==> src/rtl/motor_seq_pkg.sv <==
// Shared types for the motor sequencer: state encoding, default durations,
// and the fixed-priority decode of navigation request levels.
package motor_seq_pkg;

    typedef enum logic [2:0] {
        IDLE     = 3'd0,
        FWD      = 3'd1,
        TURN     = 3'd2,
        ARC      = 3'd3,
        ARM_EXT  = 3'd4,
        ARM_HOLD = 3'd5,
        ARM_RET  = 3'd6,
        HALT     = 3'd7
    } state_t;

    localparam int DEF_FWD_CYCLES  = 8;
    localparam int DEF_TURN_CYCLES = 12;
    localparam int DEF_ARM_CYCLES  = 6;
    localparam int DEF_HOLD_CYCLES = 4;

    function automatic int max4(input int a, input int b, input int c, input int d);
        int m;
        m = a;
        if (b > m) m = b;
        if (c > m) m = c;
        if (d > m) m = d;
        return m;
    endfunction

    // under > remover > both moves (arc) > girar > avancar
    function automatic state_t req_decode(input logic under, input logic remover,
                                          input logic avancar, input logic girar);
        if (under)                  return HALT;
        else if (remover)           return ARM_EXT;
        else if (avancar && girar)  return ARC;
        else if (girar)             return TURN;
        else if (avancar)           return FWD;
        else                        return IDLE;
    endfunction

endpackage

==> src/rtl/seq_timer.sv <==
// Loadable down-counter shared by every timed sequencer state; load wins,
// otherwise counts down one per cycle and rests at zero.
module seq_timer #(
    parameter int W = 4
) (
    input  logic         i_clk,
    input  logic         i_rst_n,
    input  logic         i_load,
    input  logic [W-1:0] i_load_val,
    output logic [W-1:0] o_value,
    output logic         o_zero
);

    logic [W-1:0] r_cnt;

    always_ff @(posedge i_clk) begin
        if (!i_rst_n)
            r_cnt <= '0;
        else if (i_load)
            r_cnt <= i_load_val;
        else if (r_cnt != '0)
            r_cnt <= r_cnt - W'(1);
    end

    assign o_value = r_cnt;
    assign o_zero  = (r_cnt == '0);

endmodule

==> src/rtl/motor_sequencer.sv <==
// Turns one-cycle nav requests into timed motor/arm sequences; request at edge t drives actuators t+1..t+N, done at t+N+1.
// Requests while busy are dropped, not queued. Optional odometry counter: MOTOR_SEQ_ODOMETRY_EN.
module motor_sequencer
    import motor_seq_pkg::*;
#(
    parameter int FWD_CYCLES  = DEF_FWD_CYCLES,
    parameter int TURN_CYCLES = DEF_TURN_CYCLES,
    parameter int ARM_CYCLES  = DEF_ARM_CYCLES,
    parameter int HOLD_CYCLES = DEF_HOLD_CYCLES
) (
    input  logic        c1,
    input  logic        reset,
    input  logic        avancar,
    input  logic        girar,
    input  logic        remover,
    input  logic        under,
    output logic        motor_l,
    output logic        motor_r,
    output logic        dir_r,
    output logic        arm_ext,
    output logic        arm_ret,
    output logic        cmd_ack,
    output logic        done,
    output logic        busy,
    output logic        halted,
    output logic [15:0] step_count
);

    localparam int CW = $clog2(max4(FWD_CYCLES, TURN_CYCLES, ARM_CYCLES, HOLD_CYCLES)) + 1;
    localparam logic [CW-1:0] L_FWD  = CW'(FWD_CYCLES - 1);
    localparam logic [CW-1:0] L_TURN = CW'(TURN_CYCLES - 1);
    localparam logic [CW-1:0] L_ARM  = CW'(ARM_CYCLES - 1);
    localparam logic [CW-1:0] L_HOLD = CW'(HOLD_CYCLES - 1);

    state_t          r_state;
    state_t          w_nxt;
    logic            w_load;
    logic            w_done_nxt;
    logic [CW-1:0]   w_load_val;
    logic [CW-1:0]   w_cnt;
    logic            w_zero;
    logic            w_arm_seq;
    logic            w_ret_nxt;
    logic            r_motor_l, r_motor_r, r_dir_r, r_arm_ext, r_arm_ret;
    logic            r_cmd_ack, r_done, r_busy, r_halted;

    seq_timer #(.W(CW)) u_timer (
        .i_clk      (c1),
        .i_rst_n    (reset),
        .i_load     (w_load),
        .i_load_val (w_load_val),
        .o_value    (w_cnt),
        .o_zero     (w_zero)
    );

    assign w_arm_seq = (r_state == ARM_EXT) || (r_state == ARM_HOLD) || (r_state == ARM_RET);

    always_comb begin
        w_nxt      = r_state;
        w_load     = 1'b0;
        w_load_val = '0;
        w_done_nxt = 1'b0;
        if (under) begin
            w_nxt = HALT;
            // re-asserting under inside HALT must not restart the retract
            if (r_state != HALT) begin
                w_load     = 1'b1;
                w_load_val = w_arm_seq ? L_ARM : '0;
            end
        end else begin
            case (r_state)
                IDLE: begin
                    w_nxt  = req_decode(1'b0, remover, avancar, girar);
                    w_load = (w_nxt != IDLE);
                    case (w_nxt)
                        FWD, ARC: w_load_val = L_FWD;
                        TURN:     w_load_val = L_TURN;
                        ARM_EXT:  w_load_val = L_ARM;
                        default:  w_load_val = '0;
                    endcase
                end
                FWD, TURN, ARC, ARM_RET: begin
                    if (w_zero) begin
                        w_nxt      = IDLE;
                        w_done_nxt = 1'b1;
                    end
                end
                ARM_EXT: begin
                    if (w_zero) begin
                        w_nxt      = ARM_HOLD;
                        w_load     = 1'b1;
                        w_load_val = L_HOLD;
                    end
                end
                ARM_HOLD: begin
                    if (w_zero) begin
                        w_nxt      = ARM_RET;
                        w_load     = 1'b1;
                        w_load_val = L_ARM;
                    end
                end
                HALT: begin
                    if (w_zero) w_nxt = IDLE;
                end
                default: w_nxt = IDLE;
            endcase
        end
    end

    // HALT keeps retracting only while the counter loaded on entry is still running
    assign w_ret_nxt = (w_nxt == ARM_RET) ||
                       ((w_nxt == HALT) && ((r_state == HALT) ? (r_arm_ret && (w_cnt != '0))
                                                              : w_arm_seq));

    always_ff @(posedge c1) begin
        if (!reset) begin
            r_state   <= IDLE;
            r_motor_l <= 1'b0;
            r_motor_r <= 1'b0;
            r_dir_r   <= 1'b0;
            r_arm_ext <= 1'b0;
            r_arm_ret <= 1'b0;
            r_cmd_ack <= 1'b0;
            r_done    <= 1'b0;
            r_busy    <= 1'b0;
            r_halted  <= 1'b0;
        end else begin
            r_state   <= w_nxt;
            r_motor_l <= (w_nxt == FWD) || (w_nxt == TURN) || (w_nxt == ARC);
            r_motor_r <= (w_nxt == FWD) || (w_nxt == TURN);
            r_dir_r   <= (w_nxt == TURN);
            r_arm_ext <= (w_nxt == ARM_EXT);
            r_arm_ret <= w_ret_nxt;
            r_cmd_ack <= (r_state == IDLE) && (w_nxt != IDLE) && (w_nxt != HALT);
            r_done    <= w_done_nxt;
            r_busy    <= (w_nxt != IDLE);
            r_halted  <= (w_nxt == HALT);
        end
    end

`ifdef MOTOR_SEQ_ODOMETRY_EN
    logic [15:0] r_step_count;

    always_ff @(posedge c1) begin
        if (!reset)
            r_step_count <= 16'h0000;
        else if (w_done_nxt && ((r_state == FWD) || (r_state == ARC)))
            r_step_count <= r_step_count + 16'd1;
    end

    assign step_count = r_step_count;
`else
    assign step_count = 16'h0000;
`endif

    assign motor_l = r_motor_l;
    assign motor_r = r_motor_r;
    assign dir_r   = r_dir_r;
    assign arm_ext = r_arm_ext;
    assign arm_ret = r_arm_ret;
    assign cmd_ack = r_cmd_ack;
    assign done    = r_done;
    assign busy    = r_busy;
    assign halted  = r_halted;

endmodule

==> config.mk <==
export PLATFORM = sky130hd
export DESIGN_NAME = motor_sequencer
export DESIGN_NICKNAME = d
export VERILOG_FILES = /design/src/rtl/motor_seq_pkg.sv /design/src/rtl/seq_timer.sv /design/src/rtl/motor_sequencer.sv
export SDC_FILE = /design/constraint.sdc
export NUM_CORES = 1
export LEC_CHECK = 0
export ABC_AREA = 1
export CAP_MARGIN = 20
export CORE_ASPECT_RATIO = 1.4
export CORE_MARGIN = 10
export CORE_UTILIZATION = 45
export DETAILED_ROUTE_END_ITERATION = 6
export PLACE_DENSITY = 0.85
export SYNTH_ARGS = -nofsm -noshare
export SYNTH_HDL_FRONTEND = slang
export SYNTH_SLANG_ARGS = --single-unit
==> constraint.sdc <==
create_clock -name c1 -period 1.85 [get_ports c1]
set_input_delay 0.37 -clock c1 [delete_from_list [all_inputs] [get_ports c1]]
set_output_delay 0.37 -clock c1 [all_outputs]
set_load 0.01 [all_outputs]
==> flow_metrics.py, run 1 <==
metrics = {
    "cts": {
        "post_cts_buffers": 0,
        "cts_resized": 0,
        "cts_htree_levels": 1,
        "clock_sinks": 17,
        "path_clk_slew_ns": 0.11,
        "max-clock-path-buffers": 2,
        "clockRootBuffer": "clkbuf_4",
        "cts_tree": "yes",
        "hold_buffers": 0,
        "numCtsBuffers": 3,
        "insertion_delay_ns": 0.29,
    },
    "job": {
        "cap_viol_max_count": 0,
    },
    "timing": {
        "rsz0062_at_grt": "no",
        "setup_viol_count_final": 0,
        "setup_tns_ns": 0,
        "skew_ns": 0.00725,
        "period_share_pct": 90.1,
        "final_hold_viol_count": 0,
        "maxSlewViolCount": 0,
        "min_period_ns": 1.67,
        "fmax_mhz": 600,
        "hold_ws_ns": 0.491,
        "fin_ws_ns": 0.183,
    },
    "global_route": {
        "grt_usage_pct": 10.9,
        "grt_pass1_wl_um": 4130,
        "grt_start_max_net_pins": 11,
        "antenna_found_initial": 0,
        "grt_pass1_vias": 983,
        "grt_overflow_total": 0,
    },
    "setup_path": {
        "cp_max_fo": 6,
        "r2r_cells": 11,
        "cp_data_arrival_time_ns": 1.85,
        "start_kind": "flip-flop",
        "crit_top_cell": "nand2_1",
        "worstSetupPathType": "reg2reg",
        "max_stage_delay_ns": 0.34,
        "crit_path_top_delay_cell": "dfxtp_1",
        "required_ns": 2.04,
        "path_cells": "inv_1 -> ha_1 -> inv_1 -> nor2_2 -> nand2_2 -> nand2_1 -> nand2_1 -> nor2_1 -> nand2_1 -> nand3_1 -> a21oi_1",
        "crit_path_end_kind": "flip-flop",
    },
    "yosys": {
        "yosysWarnings": 0,
        "synth_ff_type": "dfxtp_1",
        "synth-edff-count": 0,
        "synth_cell_types": 26,
        "synth.top_cell.area_share_pct": 32.0,
        "syn_avg_cell_area_sq_um": 6.91,
        "ys_async_sr_fraction_pct": 0,
        "post_synth_most_frequent_cells": "40 x nand2_1, 17 x dfxtp_1, 16 x buf_4",
        "yosys-top-cells-area": "dfxtp_1 32%, nand2_1 14%, buf_4 11%",
        "ys_ff_latch": 17,
        "syn_inst": 154,
        "yosysSeqAreaShare_pct": 32.0,
        "synth_area_leader_cell": "dfxtp_1",
        "synth_area_sq_um": 1060,
        "synth.most_common_cell": "nand2_1",
    },
    "drt": {
        "drtPass1Iterations": 4,
        "viasPerCell": 4.99,
        "ant_nets": 0,
        "first_iter_violations": 43,
        "drt-wirelength-per-cell_um": 12.9,
        "wl_um": 2510,
        "drcViolationCount": 0,
        "num_vias": 968,
    },
    "floorplan": {
        "die_width_um": 61.1,
        "top_level_ports": 31,
        "coreArea_sq_um": 2230,
        "die_area_sq_um": 4740,
        "start_util_pct": 47.8,
        "die_h_um": 77.5,
        "rows": 20,
    },
    "outcome": {
        "status": "completed",
    },
    "finish": {
        "drive_gt1_share_pct": 18.6,
        "instances_no_fill": 194,
        "nets": 181,
        "fin_area_sq_um": 1200,
        "diodes": 0,
        "area_growth_pct": 13.1,
        "fin_util_pct": 54.0,
    },
    "power": {
        "p_sw_mw": 0.549,
        "clkPwrFrac_pct": 15.8,
        "p_total_mw": 1.28,
        "p_comb_share_pct": 47.7,
        "sw_frac_of_total_pct": 42.8,
        "leakage_nw": 0.612,
        "power.internal_mw": 0.734,
        "powerDensity_nw_per_um2": 1070,
        "p_seq_share_pct": 36.5,
        "peakVddDrop_mv": 0.506,
    },
    "placed_design": {
        "placed_cells": 190,
        "port_buffers": 14,
        "pre_cts_ws_ns": 0.0891,
        "post_dp_cell_area_sq_um": 1170,
        "routabilityCongestion": 0.964,
        "place_hpwl_um": 2040,
    },
    "min_path": {
        "holdCritPathClass": "reg2reg",
        "hold_depth": 2,
    },
}
==> layout by cell type (no fill, tap or decap), types with 5 or more instances in the layout <==
cell              n
clkdlybuf4s50_1  14
conb_1           16
dfxtp_1          17
inv_1            15
inv_2             6
nand2_1          40
nand2_2           5
nand3_1           9
nor2_1           11
nor2_2            8
==> layer usage <==
metal | part of all wire [%] | track usage (%) | routed length [um] | vias to the layer above
met4 | 3.9 | 7.11 | 97 | 0
met1 | 36 | 11.0 | 902 | 431
met2 | 54 | 19.0 | 1350 | 48
li1 | - | - | - | 479
met5 | 0 | 0 | 0 | -
met3 | 6.3 | 2.12 | 157 | 10
==> logic make-up (layout without fill, tap and decap cells) <==
family                     after synthesis  in the layout  share of synthesized area [%]
DFF                                     17             17                           32.0
buffers and inverters                   37             40                           18.7
AOI/OAI and AO/OA                       10             10                           5.18
other                                    1             16                          0.353
adders and majority gates                2              2                           2.35
xor gates and xnor gates                 3              3                           2.47
and+or+nand+nor                         84             84                           38.9
==> sequential cells by signal, indices dropped and copies added, names as in the netlist <==
name             flops
done                 1
motor_r              1
r_state              3
arm_ext              1
u_timer.o_value      5
cmd_ack              1
busy                 1
halted               1
dir_r                1
arm_ret              1
motor_l              1
==> power groups by stage <==
stage                     Clock (mW)  Sequential, mW  Combinational, mW
after CTS                      0.205           0.467              0.609
after global placement             0           0.472              0.577
final                          0.202           0.468              0.612
after global routing           0.222           0.475              0.687
after detailed placement           0           0.476              0.605
after floorplan                    0           0.483              0.455
==> layout make-up <==
type                       count  area (sq um)
fill                         208          1020
sequential                    17           340
tap                           22          27.5
multi-input combinational    115           581
clock inverter                 1          5.00
timing repair buffer          15           148
clock buffer                   3          22.5
inverter                      21          78.8
==> worst paths after layout <==
check                                       start  slack [ns]                         endpoint
hold reg to reg   u_timer.o_value[1]$_SDFFE_PN0P_        0.49  u_timer.o_value[1]$_SDFFE_PN0P_
setup / recovery  u_timer.o_value[0]$_SDFFE_PN0P_        0.18               motor_r$_SDFF_PN0_
hold / removal    u_timer.o_value[1]$_SDFFE_PN0P_        0.49  u_timer.o_value[1]$_SDFFE_PN0P_
setup reg to reg  u_timer.o_value[0]$_SDFFE_PN0P_        0.18               motor_r$_SDFF_PN0_
==> worst max-delay path, delay by kind of cell, from the launching register on <==
family	cells	cell delay [ns]
simple gates	7	0.83
flops	1	0.34
fa+ha+maj	1	0.18
compound gates	1	0.05
buf+inv	2	0.17
No activity file was read; power rests on OpenSTA's default activity.
==> inputs of run 2 (changes only) <==
--- a/config.mk
+++ b/config.mk
@@ -11,6 +11,7 @@
 export CORE_MARGIN = 10
 export CORE_UTILIZATION = 45
 export DETAILED_ROUTE_END_ITERATION = 6
+export HOLD_SLACK_MARGIN = 0.15
 export PLACE_DENSITY = 0.85
 export SYNTH_ARGS = -nofsm -noshare
 export SYNTH_HDL_FRONTEND = slang
==> results of run 2 <==
No change in the layout: final DEF, timing and power equal those of run 1.
